<file path="src/rtl/ysyx_23060203_mem_arbiter_pkg.sv">
`default_nettype none
// ============================================================================
// Module   : ysyx_23060203_pkg
// Purpose  : Shared core package for the memory read arbiter: AXI field
//            widths, master index constants and the arbiter FSM state type.
// Ports    : none (package)
// Revision : 1.0 - initial release
// ============================================================================
package ysyx_23060203_pkg;

  localparam int AXI_ADDR_W = 32;
  localparam int AXI_DATA_W = 32;
  localparam int AXI_ID_W   = 4;
  localparam int AXI_LEN_W  = 8;
  localparam int AXI_STRB_W = AXI_DATA_W / 8;

  // Master indices; also the encoding of the arbiter grant bit.
  localparam logic ARB_IFU = 1'b0;
  localparam logic ARB_LSU = 1'b1;

  typedef enum logic [2:0] {
    IDLE = 3'd0,
    AR0  = 3'd1,
    R0   = 3'd2,
    AR1  = 3'd3,
    R1   = 3'd4
  } arb_state_t;

  // True while the LSU owns the read port.
  function automatic logic owner_is_lsu(arb_state_t s);
    return (s == AR1) || (s == R1);
  endfunction

endpackage
`default_nettype wire

</file>
<file path="src/rtl/ysyx_23060203_mem_arbiter_if.sv">
`default_nettype none
// ============================================================================
// Module   : axi_if
// Purpose  : AXI4 bundle (AW/W/B/AR/R) used between the core masters, the
//            read arbiter and the SoC side.
// Modports : in  - seen from the block that receives requests (slave side)
//            out - seen from the block that issues requests (master side)
// Revision : 1.0 - initial release
// ============================================================================
interface axi_if;
  import ysyx_23060203_pkg::*;

  // Write address
  logic [AXI_ID_W-1:0]   awid;
  logic [AXI_ADDR_W-1:0] awaddr;
  logic [AXI_LEN_W-1:0]  awlen;
  logic [2:0]            awsize;
  logic [1:0]            awburst;
  logic                  awvalid;
  logic                  awready;
  // Write data
  logic [AXI_DATA_W-1:0] wdata;
  logic [AXI_STRB_W-1:0] wstrb;
  logic                  wlast;
  logic                  wvalid;
  logic                  wready;
  // Write response
  logic [AXI_ID_W-1:0]   bid;
  logic [1:0]            bresp;
  logic                  bvalid;
  logic                  bready;
  // Read address
  logic [AXI_ID_W-1:0]   arid;
  logic [AXI_ADDR_W-1:0] araddr;
  logic [AXI_LEN_W-1:0]  arlen;
  logic [2:0]            arsize;
  logic [1:0]            arburst;
  logic                  arvalid;
  logic                  arready;
  // Read data
  logic [AXI_ID_W-1:0]   rid;
  logic [AXI_DATA_W-1:0] rdata;
  logic [1:0]            rresp;
  logic                  rlast;
  logic                  rvalid;
  logic                  rready;

  modport in (
    input  awid, awaddr, awlen, awsize, awburst, awvalid,
    output awready,
    input  wdata, wstrb, wlast, wvalid,
    output wready,
    output bid, bresp, bvalid,
    input  bready,
    input  arid, araddr, arlen, arsize, arburst, arvalid,
    output arready,
    output rid, rdata, rresp, rlast, rvalid,
    input  rready
  );

  modport out (
    output awid, awaddr, awlen, awsize, awburst, awvalid,
    input  awready,
    output wdata, wstrb, wlast, wvalid,
    input  wready,
    input  bid, bresp, bvalid,
    output bready,
    output arid, araddr, arlen, arsize, arburst, arvalid,
    input  arready,
    input  rid, rdata, rresp, rlast, rvalid,
    output rready
  );

endinterface
`default_nettype wire

</file>
<file path="src/rtl/ysyx_23060203_mem_arbiter_pick.sv">
`default_nettype none
// ============================================================================
// Module   : ysyx_23060203_arb_pick
// Purpose  : Combinational winner select for the two-master read arbiter.
//            YSYX_23060203_ARB_RR_EN defined   : round-robin on a tie,
//                                                 loser of the last grant wins.
//            YSYX_23060203_ARB_RR_EN undefined : fixed priority, LSU over IFU.
// Ports    : req0  in  1  IFU read request
//            req1  in  1  LSU read request
//            last  in  1  winner of the previous grant (ARB_IFU/ARB_LSU)
//            grant out 1  winner (ARB_IFU/ARB_LSU); only meaningful if a req
// Revision : 1.0 - initial release
// ============================================================================
module ysyx_23060203_arb_pick
  import ysyx_23060203_pkg::*;
(
  input  logic req0,
  input  logic req1,
  input  logic last,
  output logic grant
);

`ifdef YSYX_23060203_ARB_RR_EN
  always_comb begin
    grant = ARB_IFU;
    if (req0 && req1) begin
      grant = ~last;
    end else if (req1) begin
      grant = ARB_LSU;
    end
  end
`else
  assign grant = req1 ? ARB_LSU : ARB_IFU;

  logic unused_last;
  assign unused_last = last;
  logic unused_req0;
  assign unused_req0 = req0;
`endif

endmodule
`default_nettype wire

</file>
<file path="src/rtl/ysyx_23060203_mem_arbiter.sv">
`default_nettype none
// ============================================================================
// Module   : ysyx_23060203_mem_arbiter
// Purpose  : Shares the single downstream AXI4 read port between the IFU and
//            the LSU, one transaction at a time; the granted master owns AR
//            and R until its last beat. LSU writes pass straight through.
//            Build option YSYX_23060203_ARB_RR_EN selects round-robin tie
//            breaking instead of fixed LSU priority.
// Ports    : clock  in       system clock
//            reset  in       synchronous, active-high
//            ifu_r  axi_if.in   IFU read requester (AR/R)
//            lsu_r  axi_if.in   LSU read requester (AR/R)
//            lsu_w  axi_if.in   LSU write requester (AW/W/B)
//            mem_r  axi_if.out  shared downstream read port
//            mem_w  axi_if.out  downstream write port (pass-through of lsu_w)
// Revision : 1.0 - initial release
// ============================================================================
module ysyx_23060203_mem_arbiter
  import ysyx_23060203_pkg::*;
(
  input  logic clock,
  input  logic reset,
  axi_if.in    ifu_r,
  axi_if.in    lsu_r,
  axi_if.in    lsu_w,
  axi_if.out   mem_r,
  axi_if.out   mem_w
);

  arb_state_t state;
  arb_state_t state_next;
  logic       grant;
  logic       last_winner;
  logic       any_req;
  logic       owner_lsu;

  assign any_req   = ifu_r.arvalid || lsu_r.arvalid;
  assign owner_lsu = owner_is_lsu(state);

  ysyx_23060203_arb_pick u_pick (
    .req0  (ifu_r.arvalid),
    .req1  (lsu_r.arvalid),
    .last  (last_winner),
    .grant (grant)
  );

`ifdef YSYX_23060203_ARB_RR_EN
  // Remembers who won the most recent IDLE -> ARx grant.
  always_ff @(posedge clock) begin
    if (reset) begin
      last_winner <= ARB_IFU;
    end else if ((state == IDLE) && any_req) begin
      last_winner <= grant;
    end
  end
`else
  assign last_winner = ARB_IFU;
`endif

  // --------------------------------------------------------------------------
  // FSM: state register
  // --------------------------------------------------------------------------
  always_ff @(posedge clock) begin
    if (reset) begin
      state <= IDLE;
    end else begin
      state <= state_next;
    end
  end

  // --------------------------------------------------------------------------
  // FSM: next state. The owner's own arvalid/rready stand in for the
  // forwarded mem_r copies, which are identical while it owns the port.
  // --------------------------------------------------------------------------
  always_comb begin
    state_next = state;
    case (state)
      IDLE: if (any_req) state_next = (grant == ARB_LSU) ? AR1 : AR0;
      AR0:  if (ifu_r.arvalid && mem_r.arready) state_next = R0;
      R0:   if (mem_r.rvalid && ifu_r.rready && mem_r.rlast) state_next = IDLE;
      AR1:  if (lsu_r.arvalid && mem_r.arready) state_next = R1;
      R1:   if (mem_r.rvalid && lsu_r.rready && mem_r.rlast) state_next = IDLE;
      default: state_next = IDLE;
    endcase
  end

  // --------------------------------------------------------------------------
  // FSM: outputs. Handshake signals are gated by ownership; AR payload
  // follows the IFU whenever the LSU is not the owner, so the bus never
  // floats to X in IDLE.
  // --------------------------------------------------------------------------
  always_comb begin
    mem_r.arid    = owner_lsu ? lsu_r.arid    : ifu_r.arid;
    mem_r.araddr  = owner_lsu ? lsu_r.araddr  : ifu_r.araddr;
    mem_r.arlen   = owner_lsu ? lsu_r.arlen   : ifu_r.arlen;
    mem_r.arsize  = owner_lsu ? lsu_r.arsize  : ifu_r.arsize;
    mem_r.arburst = owner_lsu ? lsu_r.arburst : ifu_r.arburst;
    mem_r.arvalid = 1'b0;
    mem_r.rready  = 1'b0;
    ifu_r.arready = 1'b0;
    lsu_r.arready = 1'b0;
    ifu_r.rvalid  = 1'b0;
    lsu_r.rvalid  = 1'b0;
    case (state)
      AR0: begin
        mem_r.arvalid = ifu_r.arvalid;
        ifu_r.arready = mem_r.arready;
      end
      R0: begin
        ifu_r.rvalid = mem_r.rvalid;
        mem_r.rready = ifu_r.rready;
      end
      AR1: begin
        mem_r.arvalid = lsu_r.arvalid;
        lsu_r.arready = mem_r.arready;
      end
      R1: begin
        lsu_r.rvalid = mem_r.rvalid;
        mem_r.rready = lsu_r.rready;
      end
      default: ;
    endcase
  end

  // R payload is broadcast; only the owner sees rvalid, so the copy to the
  // other master is inert.
  assign ifu_r.rid   = mem_r.rid;
  assign ifu_r.rdata = mem_r.rdata;
  assign ifu_r.rresp = mem_r.rresp;
  assign ifu_r.rlast = mem_r.rlast;
  assign lsu_r.rid   = mem_r.rid;
  assign lsu_r.rdata = mem_r.rdata;
  assign lsu_r.rresp = mem_r.rresp;
  assign lsu_r.rlast = mem_r.rlast;

  // --------------------------------------------------------------------------
  // Write path: straight wires, no interaction with the read FSM.
  // --------------------------------------------------------------------------
  assign mem_w.awid    = lsu_w.awid;
  assign mem_w.awaddr  = lsu_w.awaddr;
  assign mem_w.awlen   = lsu_w.awlen;
  assign mem_w.awsize  = lsu_w.awsize;
  assign mem_w.awburst = lsu_w.awburst;
  assign mem_w.awvalid = lsu_w.awvalid;
  assign lsu_w.awready = mem_w.awready;
  assign mem_w.wdata   = lsu_w.wdata;
  assign mem_w.wstrb   = lsu_w.wstrb;
  assign mem_w.wlast   = lsu_w.wlast;
  assign mem_w.wvalid  = lsu_w.wvalid;
  assign lsu_w.wready  = mem_w.wready;
  assign lsu_w.bid     = mem_w.bid;
  assign lsu_w.bresp   = mem_w.bresp;
  assign lsu_w.bvalid  = mem_w.bvalid;
  assign mem_w.bready  = lsu_w.bready;

  // --------------------------------------------------------------------------
  // Channels each port does not carry are tied off.
  // --------------------------------------------------------------------------
  assign ifu_r.awready = 1'b0;
  assign ifu_r.wready  = 1'b0;
  assign ifu_r.bid     = '0;
  assign ifu_r.bresp   = '0;
  assign ifu_r.bvalid  = 1'b0;
  assign lsu_r.awready = 1'b0;
  assign lsu_r.wready  = 1'b0;
  assign lsu_r.bid     = '0;
  assign lsu_r.bresp   = '0;
  assign lsu_r.bvalid  = 1'b0;
  assign lsu_w.arready = 1'b0;
  assign lsu_w.rid     = '0;
  assign lsu_w.rdata   = '0;
  assign lsu_w.rresp   = '0;
  assign lsu_w.rlast   = 1'b0;
  assign lsu_w.rvalid  = 1'b0;

  assign mem_r.awid    = '0;
  assign mem_r.awaddr  = '0;
  assign mem_r.awlen   = '0;
  assign mem_r.awsize  = '0;
  assign mem_r.awburst = '0;
  assign mem_r.awvalid = 1'b0;
  assign mem_r.wdata   = '0;
  assign mem_r.wstrb   = '0;
  assign mem_r.wlast   = 1'b0;
  assign mem_r.wvalid  = 1'b0;
  assign mem_r.bready  = 1'b0;
  assign mem_w.arid    = '0;
  assign mem_w.araddr  = '0;
  assign mem_w.arlen   = '0;
  assign mem_w.arsize  = '0;
  assign mem_w.arburst = '0;
  assign mem_w.arvalid = 1'b0;
  assign mem_w.rready  = 1'b0;

  logic unused_inputs;
  assign unused_inputs = ^{
    ifu_r.awid, ifu_r.awaddr, ifu_r.awlen, ifu_r.awsize, ifu_r.awburst,
    ifu_r.awvalid, ifu_r.wdata, ifu_r.wstrb, ifu_r.wlast, ifu_r.wvalid,
    ifu_r.bready,
    lsu_r.awid, lsu_r.awaddr, lsu_r.awlen, lsu_r.awsize, lsu_r.awburst,
    lsu_r.awvalid, lsu_r.wdata, lsu_r.wstrb, lsu_r.wlast, lsu_r.wvalid,
    lsu_r.bready,
    lsu_w.arid, lsu_w.araddr, lsu_w.arlen, lsu_w.arsize, lsu_w.arburst,
    lsu_w.arvalid, lsu_w.rready,
    mem_r.awready, mem_r.wready, mem_r.bid, mem_r.bresp, mem_r.bvalid,
    mem_w.arready, mem_w.rid, mem_w.rdata, mem_w.rresp, mem_w.rlast,
    mem_w.rvalid
  };

`ifndef SYNTHESIS
  // --------------------------------------------------------------------------
  // Contention counters: cycles a master waits while the other owns the port.
  // --------------------------------------------------------------------------
  logic [31:0] ifu_wait_cycles;
  logic [31:0] lsu_wait_cycles;

  always_ff @(posedge clock) begin
    if (reset) begin
      ifu_wait_cycles <= '0;
      lsu_wait_cycles <= '0;
    end else begin
      if (ifu_r.arvalid && owner_lsu) begin
        ifu_wait_cycles <= ifu_wait_cycles + 32'd1;
      end
      if (lsu_r.arvalid && ((state == AR0) || (state == R0))) begin
        lsu_wait_cycles <= lsu_wait_cycles + 32'd1;
      end
    end
  end
`endif

endmodule
`default_nettype wire

</file>
<file path="src/flat_wrapper.sv">
// flat-port wrapper written by rule: the top's interface ports become plain ports
module ysyx_23060203_mem_arbiter_flat import ysyx_23060203_pkg::*;
  (clock, reset, ifu_r_awid, ifu_r_awaddr, ifu_r_awlen, ifu_r_awsize, ifu_r_awburst, ifu_r_awvalid, ifu_r_awready, ifu_r_wdata, ifu_r_wstrb, ifu_r_wlast, ifu_r_wvalid, ifu_r_wready, ifu_r_bid, ifu_r_bresp, ifu_r_bvalid, ifu_r_bready, ifu_r_arid, ifu_r_araddr, ifu_r_arlen, ifu_r_arsize, ifu_r_arburst, ifu_r_arvalid, ifu_r_arready, ifu_r_rid, ifu_r_rdata, ifu_r_rresp, ifu_r_rlast, ifu_r_rvalid, ifu_r_rready, lsu_r_awid, lsu_r_awaddr, lsu_r_awlen, lsu_r_awsize, lsu_r_awburst, lsu_r_awvalid, lsu_r_awready, lsu_r_wdata, lsu_r_wstrb, lsu_r_wlast, lsu_r_wvalid, lsu_r_wready, lsu_r_bid, lsu_r_bresp, lsu_r_bvalid, lsu_r_bready, lsu_r_arid, lsu_r_araddr, lsu_r_arlen, lsu_r_arsize, lsu_r_arburst, lsu_r_arvalid, lsu_r_arready, lsu_r_rid, lsu_r_rdata, lsu_r_rresp, lsu_r_rlast, lsu_r_rvalid, lsu_r_rready, lsu_w_awid, lsu_w_awaddr, lsu_w_awlen, lsu_w_awsize, lsu_w_awburst, lsu_w_awvalid, lsu_w_awready, lsu_w_wdata, lsu_w_wstrb, lsu_w_wlast, lsu_w_wvalid, lsu_w_wready, lsu_w_bid, lsu_w_bresp, lsu_w_bvalid, lsu_w_bready, lsu_w_arid, lsu_w_araddr, lsu_w_arlen, lsu_w_arsize, lsu_w_arburst, lsu_w_arvalid, lsu_w_arready, lsu_w_rid, lsu_w_rdata, lsu_w_rresp, lsu_w_rlast, lsu_w_rvalid, lsu_w_rready, mem_r_awid, mem_r_awaddr, mem_r_awlen, mem_r_awsize, mem_r_awburst, mem_r_awvalid, mem_r_awready, mem_r_wdata, mem_r_wstrb, mem_r_wlast, mem_r_wvalid, mem_r_wready, mem_r_bid, mem_r_bresp, mem_r_bvalid, mem_r_bready, mem_r_arid, mem_r_araddr, mem_r_arlen, mem_r_arsize, mem_r_arburst, mem_r_arvalid, mem_r_arready, mem_r_rid, mem_r_rdata, mem_r_rresp, mem_r_rlast, mem_r_rvalid, mem_r_rready, mem_w_awid, mem_w_awaddr, mem_w_awlen, mem_w_awsize, mem_w_awburst, mem_w_awvalid, mem_w_awready, mem_w_wdata, mem_w_wstrb, mem_w_wlast, mem_w_wvalid, mem_w_wready, mem_w_bid, mem_w_bresp, mem_w_bvalid, mem_w_bready, mem_w_arid, mem_w_araddr, mem_w_arlen, mem_w_arsize, mem_w_arburst, mem_w_arvalid, mem_w_arready, mem_w_rid, mem_w_rdata, mem_w_rresp, mem_w_rlast, mem_w_rvalid, mem_w_rready);
  axi_if ifu_r_i ();
  axi_if lsu_r_i ();
  axi_if lsu_w_i ();
  axi_if mem_r_i ();
  axi_if mem_w_i ();
  input  logic clock;
  input  logic reset;
  input wire logic [$bits(ifu_r_i.awid)-1:0] ifu_r_awid;
  input wire logic [$bits(ifu_r_i.awaddr)-1:0] ifu_r_awaddr;
  input wire logic [$bits(ifu_r_i.awlen)-1:0] ifu_r_awlen;
  input wire logic [$bits(ifu_r_i.awsize)-1:0] ifu_r_awsize;
  input wire logic [$bits(ifu_r_i.awburst)-1:0] ifu_r_awburst;
  input wire logic [$bits(ifu_r_i.awvalid)-1:0] ifu_r_awvalid;
  output wire logic [$bits(ifu_r_i.awready)-1:0] ifu_r_awready;
  input wire logic [$bits(ifu_r_i.wdata)-1:0] ifu_r_wdata;
  input wire logic [$bits(ifu_r_i.wstrb)-1:0] ifu_r_wstrb;
  input wire logic [$bits(ifu_r_i.wlast)-1:0] ifu_r_wlast;
  input wire logic [$bits(ifu_r_i.wvalid)-1:0] ifu_r_wvalid;
  output wire logic [$bits(ifu_r_i.wready)-1:0] ifu_r_wready;
  output wire logic [$bits(ifu_r_i.bid)-1:0] ifu_r_bid;
  output wire logic [$bits(ifu_r_i.bresp)-1:0] ifu_r_bresp;
  output wire logic [$bits(ifu_r_i.bvalid)-1:0] ifu_r_bvalid;
  input wire logic [$bits(ifu_r_i.bready)-1:0] ifu_r_bready;
  input wire logic [$bits(ifu_r_i.arid)-1:0] ifu_r_arid;
  input wire logic [$bits(ifu_r_i.araddr)-1:0] ifu_r_araddr;
  input wire logic [$bits(ifu_r_i.arlen)-1:0] ifu_r_arlen;
  input wire logic [$bits(ifu_r_i.arsize)-1:0] ifu_r_arsize;
  input wire logic [$bits(ifu_r_i.arburst)-1:0] ifu_r_arburst;
  input wire logic [$bits(ifu_r_i.arvalid)-1:0] ifu_r_arvalid;
  output wire logic [$bits(ifu_r_i.arready)-1:0] ifu_r_arready;
  output wire logic [$bits(ifu_r_i.rid)-1:0] ifu_r_rid;
  output wire logic [$bits(ifu_r_i.rdata)-1:0] ifu_r_rdata;
  output wire logic [$bits(ifu_r_i.rresp)-1:0] ifu_r_rresp;
  output wire logic [$bits(ifu_r_i.rlast)-1:0] ifu_r_rlast;
  output wire logic [$bits(ifu_r_i.rvalid)-1:0] ifu_r_rvalid;
  input wire logic [$bits(ifu_r_i.rready)-1:0] ifu_r_rready;
  input wire logic [$bits(lsu_r_i.awid)-1:0] lsu_r_awid;
  input wire logic [$bits(lsu_r_i.awaddr)-1:0] lsu_r_awaddr;
  input wire logic [$bits(lsu_r_i.awlen)-1:0] lsu_r_awlen;
  input wire logic [$bits(lsu_r_i.awsize)-1:0] lsu_r_awsize;
  input wire logic [$bits(lsu_r_i.awburst)-1:0] lsu_r_awburst;
  input wire logic [$bits(lsu_r_i.awvalid)-1:0] lsu_r_awvalid;
  output wire logic [$bits(lsu_r_i.awready)-1:0] lsu_r_awready;
  input wire logic [$bits(lsu_r_i.wdata)-1:0] lsu_r_wdata;
  input wire logic [$bits(lsu_r_i.wstrb)-1:0] lsu_r_wstrb;
  input wire logic [$bits(lsu_r_i.wlast)-1:0] lsu_r_wlast;
  input wire logic [$bits(lsu_r_i.wvalid)-1:0] lsu_r_wvalid;
  output wire logic [$bits(lsu_r_i.wready)-1:0] lsu_r_wready;
  output wire logic [$bits(lsu_r_i.bid)-1:0] lsu_r_bid;
  output wire logic [$bits(lsu_r_i.bresp)-1:0] lsu_r_bresp;
  output wire logic [$bits(lsu_r_i.bvalid)-1:0] lsu_r_bvalid;
  input wire logic [$bits(lsu_r_i.bready)-1:0] lsu_r_bready;
  input wire logic [$bits(lsu_r_i.arid)-1:0] lsu_r_arid;
  input wire logic [$bits(lsu_r_i.araddr)-1:0] lsu_r_araddr;
  input wire logic [$bits(lsu_r_i.arlen)-1:0] lsu_r_arlen;
  input wire logic [$bits(lsu_r_i.arsize)-1:0] lsu_r_arsize;
  input wire logic [$bits(lsu_r_i.arburst)-1:0] lsu_r_arburst;
  input wire logic [$bits(lsu_r_i.arvalid)-1:0] lsu_r_arvalid;
  output wire logic [$bits(lsu_r_i.arready)-1:0] lsu_r_arready;
  output wire logic [$bits(lsu_r_i.rid)-1:0] lsu_r_rid;
  output wire logic [$bits(lsu_r_i.rdata)-1:0] lsu_r_rdata;
  output wire logic [$bits(lsu_r_i.rresp)-1:0] lsu_r_rresp;
  output wire logic [$bits(lsu_r_i.rlast)-1:0] lsu_r_rlast;
  output wire logic [$bits(lsu_r_i.rvalid)-1:0] lsu_r_rvalid;
  input wire logic [$bits(lsu_r_i.rready)-1:0] lsu_r_rready;
  input wire logic [$bits(lsu_w_i.awid)-1:0] lsu_w_awid;
  input wire logic [$bits(lsu_w_i.awaddr)-1:0] lsu_w_awaddr;
  input wire logic [$bits(lsu_w_i.awlen)-1:0] lsu_w_awlen;
  input wire logic [$bits(lsu_w_i.awsize)-1:0] lsu_w_awsize;
  input wire logic [$bits(lsu_w_i.awburst)-1:0] lsu_w_awburst;
  input wire logic [$bits(lsu_w_i.awvalid)-1:0] lsu_w_awvalid;
  output wire logic [$bits(lsu_w_i.awready)-1:0] lsu_w_awready;
  input wire logic [$bits(lsu_w_i.wdata)-1:0] lsu_w_wdata;
  input wire logic [$bits(lsu_w_i.wstrb)-1:0] lsu_w_wstrb;
  input wire logic [$bits(lsu_w_i.wlast)-1:0] lsu_w_wlast;
  input wire logic [$bits(lsu_w_i.wvalid)-1:0] lsu_w_wvalid;
  output wire logic [$bits(lsu_w_i.wready)-1:0] lsu_w_wready;
  output wire logic [$bits(lsu_w_i.bid)-1:0] lsu_w_bid;
  output wire logic [$bits(lsu_w_i.bresp)-1:0] lsu_w_bresp;
  output wire logic [$bits(lsu_w_i.bvalid)-1:0] lsu_w_bvalid;
  input wire logic [$bits(lsu_w_i.bready)-1:0] lsu_w_bready;
  input wire logic [$bits(lsu_w_i.arid)-1:0] lsu_w_arid;
  input wire logic [$bits(lsu_w_i.araddr)-1:0] lsu_w_araddr;
  input wire logic [$bits(lsu_w_i.arlen)-1:0] lsu_w_arlen;
  input wire logic [$bits(lsu_w_i.arsize)-1:0] lsu_w_arsize;
  input wire logic [$bits(lsu_w_i.arburst)-1:0] lsu_w_arburst;
  input wire logic [$bits(lsu_w_i.arvalid)-1:0] lsu_w_arvalid;
  output wire logic [$bits(lsu_w_i.arready)-1:0] lsu_w_arready;
  output wire logic [$bits(lsu_w_i.rid)-1:0] lsu_w_rid;
  output wire logic [$bits(lsu_w_i.rdata)-1:0] lsu_w_rdata;
  output wire logic [$bits(lsu_w_i.rresp)-1:0] lsu_w_rresp;
  output wire logic [$bits(lsu_w_i.rlast)-1:0] lsu_w_rlast;
  output wire logic [$bits(lsu_w_i.rvalid)-1:0] lsu_w_rvalid;
  input wire logic [$bits(lsu_w_i.rready)-1:0] lsu_w_rready;
  output wire logic [$bits(mem_r_i.awid)-1:0] mem_r_awid;
  output wire logic [$bits(mem_r_i.awaddr)-1:0] mem_r_awaddr;
  output wire logic [$bits(mem_r_i.awlen)-1:0] mem_r_awlen;
  output wire logic [$bits(mem_r_i.awsize)-1:0] mem_r_awsize;
  output wire logic [$bits(mem_r_i.awburst)-1:0] mem_r_awburst;
  output wire logic [$bits(mem_r_i.awvalid)-1:0] mem_r_awvalid;
  input wire logic [$bits(mem_r_i.awready)-1:0] mem_r_awready;
  output wire logic [$bits(mem_r_i.wdata)-1:0] mem_r_wdata;
  output wire logic [$bits(mem_r_i.wstrb)-1:0] mem_r_wstrb;
  output wire logic [$bits(mem_r_i.wlast)-1:0] mem_r_wlast;
  output wire logic [$bits(mem_r_i.wvalid)-1:0] mem_r_wvalid;
  input wire logic [$bits(mem_r_i.wready)-1:0] mem_r_wready;
  input wire logic [$bits(mem_r_i.bid)-1:0] mem_r_bid;
  input wire logic [$bits(mem_r_i.bresp)-1:0] mem_r_bresp;
  input wire logic [$bits(mem_r_i.bvalid)-1:0] mem_r_bvalid;
  output wire logic [$bits(mem_r_i.bready)-1:0] mem_r_bready;
  output wire logic [$bits(mem_r_i.arid)-1:0] mem_r_arid;
  output wire logic [$bits(mem_r_i.araddr)-1:0] mem_r_araddr;
  output wire logic [$bits(mem_r_i.arlen)-1:0] mem_r_arlen;
  output wire logic [$bits(mem_r_i.arsize)-1:0] mem_r_arsize;
  output wire logic [$bits(mem_r_i.arburst)-1:0] mem_r_arburst;
  output wire logic [$bits(mem_r_i.arvalid)-1:0] mem_r_arvalid;
  input wire logic [$bits(mem_r_i.arready)-1:0] mem_r_arready;
  input wire logic [$bits(mem_r_i.rid)-1:0] mem_r_rid;
  input wire logic [$bits(mem_r_i.rdata)-1:0] mem_r_rdata;
  input wire logic [$bits(mem_r_i.rresp)-1:0] mem_r_rresp;
  input wire logic [$bits(mem_r_i.rlast)-1:0] mem_r_rlast;
  input wire logic [$bits(mem_r_i.rvalid)-1:0] mem_r_rvalid;
  output wire logic [$bits(mem_r_i.rready)-1:0] mem_r_rready;
  output wire logic [$bits(mem_w_i.awid)-1:0] mem_w_awid;
  output wire logic [$bits(mem_w_i.awaddr)-1:0] mem_w_awaddr;
  output wire logic [$bits(mem_w_i.awlen)-1:0] mem_w_awlen;
  output wire logic [$bits(mem_w_i.awsize)-1:0] mem_w_awsize;
  output wire logic [$bits(mem_w_i.awburst)-1:0] mem_w_awburst;
  output wire logic [$bits(mem_w_i.awvalid)-1:0] mem_w_awvalid;
  input wire logic [$bits(mem_w_i.awready)-1:0] mem_w_awready;
  output wire logic [$bits(mem_w_i.wdata)-1:0] mem_w_wdata;
  output wire logic [$bits(mem_w_i.wstrb)-1:0] mem_w_wstrb;
  output wire logic [$bits(mem_w_i.wlast)-1:0] mem_w_wlast;
  output wire logic [$bits(mem_w_i.wvalid)-1:0] mem_w_wvalid;
  input wire logic [$bits(mem_w_i.wready)-1:0] mem_w_wready;
  input wire logic [$bits(mem_w_i.bid)-1:0] mem_w_bid;
  input wire logic [$bits(mem_w_i.bresp)-1:0] mem_w_bresp;
  input wire logic [$bits(mem_w_i.bvalid)-1:0] mem_w_bvalid;
  output wire logic [$bits(mem_w_i.bready)-1:0] mem_w_bready;
  output wire logic [$bits(mem_w_i.arid)-1:0] mem_w_arid;
  output wire logic [$bits(mem_w_i.araddr)-1:0] mem_w_araddr;
  output wire logic [$bits(mem_w_i.arlen)-1:0] mem_w_arlen;
  output wire logic [$bits(mem_w_i.arsize)-1:0] mem_w_arsize;
  output wire logic [$bits(mem_w_i.arburst)-1:0] mem_w_arburst;
  output wire logic [$bits(mem_w_i.arvalid)-1:0] mem_w_arvalid;
  input wire logic [$bits(mem_w_i.arready)-1:0] mem_w_arready;
  input wire logic [$bits(mem_w_i.rid)-1:0] mem_w_rid;
  input wire logic [$bits(mem_w_i.rdata)-1:0] mem_w_rdata;
  input wire logic [$bits(mem_w_i.rresp)-1:0] mem_w_rresp;
  input wire logic [$bits(mem_w_i.rlast)-1:0] mem_w_rlast;
  input wire logic [$bits(mem_w_i.rvalid)-1:0] mem_w_rvalid;
  output wire logic [$bits(mem_w_i.rready)-1:0] mem_w_rready;
  assign ifu_r_i.awid = ifu_r_awid;
  assign ifu_r_i.awaddr = ifu_r_awaddr;
  assign ifu_r_i.awlen = ifu_r_awlen;
  assign ifu_r_i.awsize = ifu_r_awsize;
  assign ifu_r_i.awburst = ifu_r_awburst;
  assign ifu_r_i.awvalid = ifu_r_awvalid;
  assign ifu_r_awready = ifu_r_i.awready;
  assign ifu_r_i.wdata = ifu_r_wdata;
  assign ifu_r_i.wstrb = ifu_r_wstrb;
  assign ifu_r_i.wlast = ifu_r_wlast;
  assign ifu_r_i.wvalid = ifu_r_wvalid;
  assign ifu_r_wready = ifu_r_i.wready;
  assign ifu_r_bid = ifu_r_i.bid;
  assign ifu_r_bresp = ifu_r_i.bresp;
  assign ifu_r_bvalid = ifu_r_i.bvalid;
  assign ifu_r_i.bready = ifu_r_bready;
  assign ifu_r_i.arid = ifu_r_arid;
  assign ifu_r_i.araddr = ifu_r_araddr;
  assign ifu_r_i.arlen = ifu_r_arlen;
  assign ifu_r_i.arsize = ifu_r_arsize;
  assign ifu_r_i.arburst = ifu_r_arburst;
  assign ifu_r_i.arvalid = ifu_r_arvalid;
  assign ifu_r_arready = ifu_r_i.arready;
  assign ifu_r_rid = ifu_r_i.rid;
  assign ifu_r_rdata = ifu_r_i.rdata;
  assign ifu_r_rresp = ifu_r_i.rresp;
  assign ifu_r_rlast = ifu_r_i.rlast;
  assign ifu_r_rvalid = ifu_r_i.rvalid;
  assign ifu_r_i.rready = ifu_r_rready;
  assign lsu_r_i.awid = lsu_r_awid;
  assign lsu_r_i.awaddr = lsu_r_awaddr;
  assign lsu_r_i.awlen = lsu_r_awlen;
  assign lsu_r_i.awsize = lsu_r_awsize;
  assign lsu_r_i.awburst = lsu_r_awburst;
  assign lsu_r_i.awvalid = lsu_r_awvalid;
  assign lsu_r_awready = lsu_r_i.awready;
  assign lsu_r_i.wdata = lsu_r_wdata;
  assign lsu_r_i.wstrb = lsu_r_wstrb;
  assign lsu_r_i.wlast = lsu_r_wlast;
  assign lsu_r_i.wvalid = lsu_r_wvalid;
  assign lsu_r_wready = lsu_r_i.wready;
  assign lsu_r_bid = lsu_r_i.bid;
  assign lsu_r_bresp = lsu_r_i.bresp;
  assign lsu_r_bvalid = lsu_r_i.bvalid;
  assign lsu_r_i.bready = lsu_r_bready;
  assign lsu_r_i.arid = lsu_r_arid;
  assign lsu_r_i.araddr = lsu_r_araddr;
  assign lsu_r_i.arlen = lsu_r_arlen;
  assign lsu_r_i.arsize = lsu_r_arsize;
  assign lsu_r_i.arburst = lsu_r_arburst;
  assign lsu_r_i.arvalid = lsu_r_arvalid;
  assign lsu_r_arready = lsu_r_i.arready;
  assign lsu_r_rid = lsu_r_i.rid;
  assign lsu_r_rdata = lsu_r_i.rdata;
  assign lsu_r_rresp = lsu_r_i.rresp;
  assign lsu_r_rlast = lsu_r_i.rlast;
  assign lsu_r_rvalid = lsu_r_i.rvalid;
  assign lsu_r_i.rready = lsu_r_rready;
  assign lsu_w_i.awid = lsu_w_awid;
  assign lsu_w_i.awaddr = lsu_w_awaddr;
  assign lsu_w_i.awlen = lsu_w_awlen;
  assign lsu_w_i.awsize = lsu_w_awsize;
  assign lsu_w_i.awburst = lsu_w_awburst;
  assign lsu_w_i.awvalid = lsu_w_awvalid;
  assign lsu_w_awready = lsu_w_i.awready;
  assign lsu_w_i.wdata = lsu_w_wdata;
  assign lsu_w_i.wstrb = lsu_w_wstrb;
  assign lsu_w_i.wlast = lsu_w_wlast;
  assign lsu_w_i.wvalid = lsu_w_wvalid;
  assign lsu_w_wready = lsu_w_i.wready;
  assign lsu_w_bid = lsu_w_i.bid;
  assign lsu_w_bresp = lsu_w_i.bresp;
  assign lsu_w_bvalid = lsu_w_i.bvalid;
  assign lsu_w_i.bready = lsu_w_bready;
  assign lsu_w_i.arid = lsu_w_arid;
  assign lsu_w_i.araddr = lsu_w_araddr;
  assign lsu_w_i.arlen = lsu_w_arlen;
  assign lsu_w_i.arsize = lsu_w_arsize;
  assign lsu_w_i.arburst = lsu_w_arburst;
  assign lsu_w_i.arvalid = lsu_w_arvalid;
  assign lsu_w_arready = lsu_w_i.arready;
  assign lsu_w_rid = lsu_w_i.rid;
  assign lsu_w_rdata = lsu_w_i.rdata;
  assign lsu_w_rresp = lsu_w_i.rresp;
  assign lsu_w_rlast = lsu_w_i.rlast;
  assign lsu_w_rvalid = lsu_w_i.rvalid;
  assign lsu_w_i.rready = lsu_w_rready;
  assign mem_r_awid = mem_r_i.awid;
  assign mem_r_awaddr = mem_r_i.awaddr;
  assign mem_r_awlen = mem_r_i.awlen;
  assign mem_r_awsize = mem_r_i.awsize;
  assign mem_r_awburst = mem_r_i.awburst;
  assign mem_r_awvalid = mem_r_i.awvalid;
  assign mem_r_i.awready = mem_r_awready;
  assign mem_r_wdata = mem_r_i.wdata;
  assign mem_r_wstrb = mem_r_i.wstrb;
  assign mem_r_wlast = mem_r_i.wlast;
  assign mem_r_wvalid = mem_r_i.wvalid;
  assign mem_r_i.wready = mem_r_wready;
  assign mem_r_i.bid = mem_r_bid;
  assign mem_r_i.bresp = mem_r_bresp;
  assign mem_r_i.bvalid = mem_r_bvalid;
  assign mem_r_bready = mem_r_i.bready;
  assign mem_r_arid = mem_r_i.arid;
  assign mem_r_araddr = mem_r_i.araddr;
  assign mem_r_arlen = mem_r_i.arlen;
  assign mem_r_arsize = mem_r_i.arsize;
  assign mem_r_arburst = mem_r_i.arburst;
  assign mem_r_arvalid = mem_r_i.arvalid;
  assign mem_r_i.arready = mem_r_arready;
  assign mem_r_i.rid = mem_r_rid;
  assign mem_r_i.rdata = mem_r_rdata;
  assign mem_r_i.rresp = mem_r_rresp;
  assign mem_r_i.rlast = mem_r_rlast;
  assign mem_r_i.rvalid = mem_r_rvalid;
  assign mem_r_rready = mem_r_i.rready;
  assign mem_w_awid = mem_w_i.awid;
  assign mem_w_awaddr = mem_w_i.awaddr;
  assign mem_w_awlen = mem_w_i.awlen;
  assign mem_w_awsize = mem_w_i.awsize;
  assign mem_w_awburst = mem_w_i.awburst;
  assign mem_w_awvalid = mem_w_i.awvalid;
  assign mem_w_i.awready = mem_w_awready;
  assign mem_w_wdata = mem_w_i.wdata;
  assign mem_w_wstrb = mem_w_i.wstrb;
  assign mem_w_wlast = mem_w_i.wlast;
  assign mem_w_wvalid = mem_w_i.wvalid;
  assign mem_w_i.wready = mem_w_wready;
  assign mem_w_i.bid = mem_w_bid;
  assign mem_w_i.bresp = mem_w_bresp;
  assign mem_w_i.bvalid = mem_w_bvalid;
  assign mem_w_bready = mem_w_i.bready;
  assign mem_w_arid = mem_w_i.arid;
  assign mem_w_araddr = mem_w_i.araddr;
  assign mem_w_arlen = mem_w_i.arlen;
  assign mem_w_arsize = mem_w_i.arsize;
  assign mem_w_arburst = mem_w_i.arburst;
  assign mem_w_arvalid = mem_w_i.arvalid;
  assign mem_w_i.arready = mem_w_arready;
  assign mem_w_i.rid = mem_w_rid;
  assign mem_w_i.rdata = mem_w_rdata;
  assign mem_w_i.rresp = mem_w_rresp;
  assign mem_w_i.rlast = mem_w_rlast;
  assign mem_w_i.rvalid = mem_w_rvalid;
  assign mem_w_rready = mem_w_i.rready;
  ysyx_23060203_mem_arbiter u_core (.clock(clock), .reset(reset), .ifu_r(ifu_r_i), .lsu_r(lsu_r_i), .lsu_w(lsu_w_i), .mem_r(mem_r_i), .mem_w(mem_w_i));
endmodule
</file>
<file path="config.mk">
export PLATFORM = sky130hd
export DESIGN_NAME = ysyx_23060203_mem_arbiter_flat
export DESIGN_NICKNAME = d
export VERILOG_FILES = /design/src/rtl/ysyx_23060203_mem_arbiter_pkg.sv /design/src/rtl/ysyx_23060203_mem_arbiter_if.sv /design/src/rtl/ysyx_23060203_mem_arbiter_pick.sv /design/src/rtl/ysyx_23060203_mem_arbiter.sv /design/src/flat_wrapper.sv
export SDC_FILE = /design/constraint.sdc
export NUM_CORES = 1
export LEC_CHECK = 0
export BUFFER_PORTS_ARGS = -buffer_cell sky130_fd_sc_hd__buf_4
export CAP_MARGIN = 20
export CELL_PAD_IN_SITES_DETAIL_PLACEMENT = 1
export CELL_PAD_IN_SITES_GLOBAL_PLACEMENT = 1
export CORE_AREA = 2 2 375 377
export CTS_BUF_LIST = sky130_fd_sc_hd__clkbuf_2
export DETAILED_ROUTE_END_ITERATION = 10
export DIE_AREA = 0 0 377 379
export GPL_TIMING_DRIVEN = 1
export PLACE_DENSITY_LB_ADDON = 0.1
export SYNTH_ARGS = -nofsm -noshare
export SYNTH_HDL_FRONTEND = slang
export SYNTH_HIERARCHICAL = 1
export SYNTH_SLANG_ARGS = --single-unit
</file>
<file path="constraint.sdc">
create_clock -name clock -period 4.3 [get_ports clock]
set_input_delay 0.43 -clock clock [delete_from_list [all_inputs] [get_ports clock]]
set_output_delay 0.43 -clock clock [all_outputs]
set_load 0.01 [all_outputs]
</file>
[After elaboration in Yosys (flattened, before gate mapping)]
Index checks and enable logic that the tools add are counted.
Storage, ports and cells
  register bits after elaboration: 3
  input port bits: 522
Cells by class
  equality and inequality tests: 9
  multiplexer cells: 19
  reductions and logical operators: 10
Operators by type and width (count)
  $mux W32: 1
  $mux W3: 6
  $pmux W3 S5: 1
  $mux W8: 1
  $eq A3 B2 Y1 const B: 2
  $logic_and A1 B1 Y1: 6
  $ne A2 B1 Y1 const B: 3
  $mux W1: 5
  $reduce_and A5 Y1: 1
  $mux W2: 2
  $mux W4: 1
  $ne A2 B2 Y1 const B: 2
  $pmux W1 S2: 2
  $eq A3 B1 Y1 const B: 1
  $eq A3 B3 Y1 const B: 1
  $logic_not A3 Y1: 1
  $logic_or A1 B1 Y1: 2

[Depth between registers and ports, before layout]
  word-level depth: 4
  depth in mapped cells: 7
  mapped depth without buffers: 4

[Hierarchy]
Netlist, hierarchy kept.
By module, submodules not included
  ysyx_23060203_mem_arbiter: instances 1, cells an instance 471, area an instance 3766.1 um^2, sequential area each 60.1 um^2
  ysyx_23060203_arb_pick: instances 1, cells an instance 1, area an instance 7.5 um^2, sequential area each 0.0 um^2

[Worst setup path after synthesis]
Ideal clock, no wire load.
  kind: register -> output
  start: register u_core.state[1]
  end: output port mem_r_arburst[0]
  data arrival time: 1.379 ns
  required time: 3.870 ns
  slack: 2.491 ns
  stages on the path, launching flop included: 8
  buffers on the path: 3
  cell sequence: dfxtp_1 buf_6 inv_2 and3_4 a21oi_4 buf_6 buf_12 mux2_4
Between the ends
  cells in the longest elaborated chain, start to end: 3
  elaborated cells on any way between the ends: 4
RTL lines
  start, declared: line ysyx_23060203_mem_arbiter.sv:30  | arb_state_t state;
  start signal, assigned: line ysyx_23060203_mem_arbiter.sv:67  | state <= state_next;
  $eq A3 B2 Y1 or $eq A3 B3 Y1 (tied branches): line ysyx_23060203_mem_arbiter_pkg.sv:31  | return (s == AR1) || (s == R1);
  $logic_or A1 B1 Y1 (*): line ysyx_23060203_mem_arbiter_pkg.sv:31
  $mux W2 (*): line ysyx_23060203_mem_arbiter.sv:97  | mem_r.arburst = owner_lsu ? lsu_r.arburst : ifu_r.arburst;
  end, declared: line flat_wrapper.sv:118  | output wire logic [$bits(mem_r_i.arburst)-1:0] mem_r_arburst;
Mark *: on every way between the ends. The rest lies on a longest branch, timed or not.

[Final worst setup path]
  start: register u_core.state[1]
  end: output port mem_r_araddr[13]
Between the ends
  cells in the longest elaborated chain, start to end: 3
  elaborated cells on any way between the ends: 4
RTL lines
  $eq A3 B2 Y1 or $eq A3 B3 Y1 (tied branches): line ysyx_23060203_mem_arbiter_pkg.sv:31
  $logic_or A1 B1 Y1 (*): line ysyx_23060203_mem_arbiter_pkg.sv:31
  $mux W32 (*): line ysyx_23060203_mem_arbiter.sv:94  | mem_r.araddr = owner_lsu ? lsu_r.araddr : ifu_r.araddr;
  end, declared: line flat_wrapper.sv:115  | output wire logic [$bits(mem_r_i.araddr)-1:0] mem_r_araddr;
Marked as above.

==> run summary <==
RSZ-0062 raised after global routing: false
Final Core Density: 3.69%
Worst Clk Skew: 0.681 ps
Synth Cell Area: 3770 um2
Synth cell types: 32
Clock transition at path regs: 40 ps
Worst setup EP type: primary output
Max Clk Rate: 0.346 GHz
Area growth syn-to-layout: 35.9%
worst vdd ir: 0.0425 mV
sequential element share of the synthesized area: 1.59%
vias in the first global route: 2,275
Setup crit start kind: flop
total power: 528 uW
Hold Vio Cnt, Final: 0
Antenna Nets Post-Route: 0
ratio of cells with drive above 1 in the final layout: 48.9%
postcts setup bufs: 0
fillcell total: 16,800
HP Start: reset
initial antenna violation count: 10
Detailed Route WL: 22,800 um
total congestion overflow: 0
fin. max-slew vios: 0
Die Y: 379 um
post-cts repair resize count: 0
final period utilization: 67.2%
CP Max Fanout: 49
largest net degree at the start of global routing: 50
first-pass GRT wire length: 26,100 um
Starting DRT DRC Count: 15
max cap viols: 0
Initial Util: 2.72%
Critical path origin: u_core/state[1]
cts hold-fix bufs: 0
min Tclk post-route: 2890 ps
hold path depth: 2
# rows: 137
syn avg cell area: 7.99 um2
worst skew pair latency: 200 ps
R2R setup slack: 2700 ps
pwr dens: 103 nW/um2
Largest Register: u_core/state
Req. time, crit path: 3870 ps
Top Registers: u_core/state x3
DR pass1 iterations: 4
CTS H-Tree Depth: 1
Vias/cell: 1.01
TritonCTS clock tree: done
Reg2Reg Launch Point: u_core/state[1]
WL per Instance: 10.1 um
R2R cell count: 4
Detailed Place HPWL: 21,700 um
classification of the worst setup path: reg -> out
worst r2r dst: u_core/state[1]
yosys warns: 6
fin nets: 977
Synth Register Bits: 3
WP data arrival: 2460 ps
via count: 2,276
Root Buffer: clkbuf_2
IO buf count: 163
die width: 377 um
Slew headroom: 45.7%
worst-margin pin slew: 814 ps
# IOs: 952
status: finished, final reports clean
max FFs per register: 3
Lkg Pwr: 1.81 nW
Hold Crit Endpoint: u_core/state[1]
Bufs on Longest Clock Path: 2
Worst Hold Class: in -> reg
Fin Setup TNS: 0 ps
ant diodes: 0
global placement routability congestion: 0.758
global-route usage over all layers: 2.93%
Setup Viol. Count Final: 0
CORE AREA: 139,000 um2
DIE AREA: 143,000 um2
CTS Buf Count: 3
DRC Markers: 0
Clock Sinks: 3
synthesized instance count: 472
[kinds of logic after synthesis]
family | count (synthesis) | share of synthesized area [%]
and+or+nand+nor | 20 | 2.92
AOI/OAI and AO/OA | 11 | 2.35
muxes | 50 | 15.9
other | 1 | 0.0994
buffers and inverters | 387 | 77.2
DFF | 3 | 1.59
[per-layer routing]
| metal | GRT usage [%] | up-vias | part of all wire, % |
|---|---|---|---|
| li1 | - | 877 | - |
| met1 | 1.03 | 921 | 13 |
| met2 | 5.65 | 388 | 52 |
| met3 | 4.12 | 78 | 30 |
| met4 | 0.891 | 12 | 3.8 |
| met5 | 0 | - | 0.34 |
[stage by stage]
stage	worst slack, ps	hold WS [ps]	instance area, um2	instances
final	1410	410	5130	2261
after floorplan	2490	499	4520	670
after detailed placement	1550	616	5110	2257
after CTS	1310	415	5130	2261
after global routing	1240	411	5130	2261
after global placement	1490	637	5110	2257
[placed cells by master, fill, tap and decap left out, types with 2 or more instances in the layout]
master	count
a21oi_1	2
buf_4	164
clkbuf_2	4
conb_1	199
dfxtp_1	3
inv_2	2
mux2_2	39
mux2_4	10
nand2_1	3
nand3_1	2
nor2_1	5
nor3_1	3
[worst max-delay path: stages (launching register included)]
cell     delay (ps)
dfxtp_1         610
inv_2           100
and3_4          180
a21oi_4         100
buf_4           610
mux2_2          460
buf_4           160
[synthesized netlist by cell type]
cell | number | share of area [%]
and2_1 | 1 | 0.17
inv_1 | 1 | 0.099
a221oi_1 | 1 | 0.23
dfxtp_1 | 3 | 1.6
a32oi_1 | 1 | 0.23
and3_4 | 1 | 0.30
and4_1 | 1 | 0.23
nand3_1 | 2 | 0.27
a41oi_1 | 1 | 0.23
nor3_1 | 3 | 0.40
o21ai_0 | 1 | 0.13
buf_2 | 1 | 0.13
nand3b_1 | 1 | 0.20
nand2b_1 | 1 | 0.17
buf_12 | 1 | 0.53
mux2_2 | 39 | 12
buf_4 | 380 | 76
nor2_1 | 5 | 0.50
o21bai_1 | 1 | 0.20
mux2_4 | 10 | 4.0
buf_6 | 2 | 0.60
o211ai_1 | 1 | 0.20
a2bb2oi_1 | 1 | 0.23
nor2b_2 | 1 | 0.23
a21boi_0 | 1 | 0.20
conb_1 | 1 | 0.099
a21oi_4 | 1 | 0.43
a21oi_1 | 2 | 0.27
mux2i_1 | 1 | 0.27
or3_1 | 1 | 0.17
nand2_1 | 3 | 0.30
inv_2 | 2 | 0.20
[power by group]
| part | switching, mW | internal, mW |
|---|---|---|
| Clock | 0.0144 | 0.0246 |
| Combinational | 0.245 | 0.200 |
| Sequential | 0.0120 | 0.0316 |
| Total | 0.272 | 0.257 |
[area by class of cell]
cell class | count | area, um2 | area share (%)
well taps | 1807 | 2260 | 44.1
flip-flops and latches | 3 | 60.1 | 1.17
inverters | 3 | 11.3 | 0.220
clock buffers | 4 | 20.0 | 0.390
multi-input cells | 280 | 1550 | 30.1
repair buffers | 164 | 1230 | 24.0
[how the worst max path moves through the flow]
stage                       endpoint  slack, ps  cells after the start
finish              mem_r_araddr[13]       1410                      6
detailed placement  mem_r_araddr[13]       1550                      6
CTS                 mem_r_araddr[13]       1310                      6
global placement    mem_r_araddr[13]       1490                      6
floorplan           mem_r_arburst[0]       2490                      7
global route           mem_r_arid[1]       1240                      6
No activity file was read; power rests on OpenSTA's default activity.
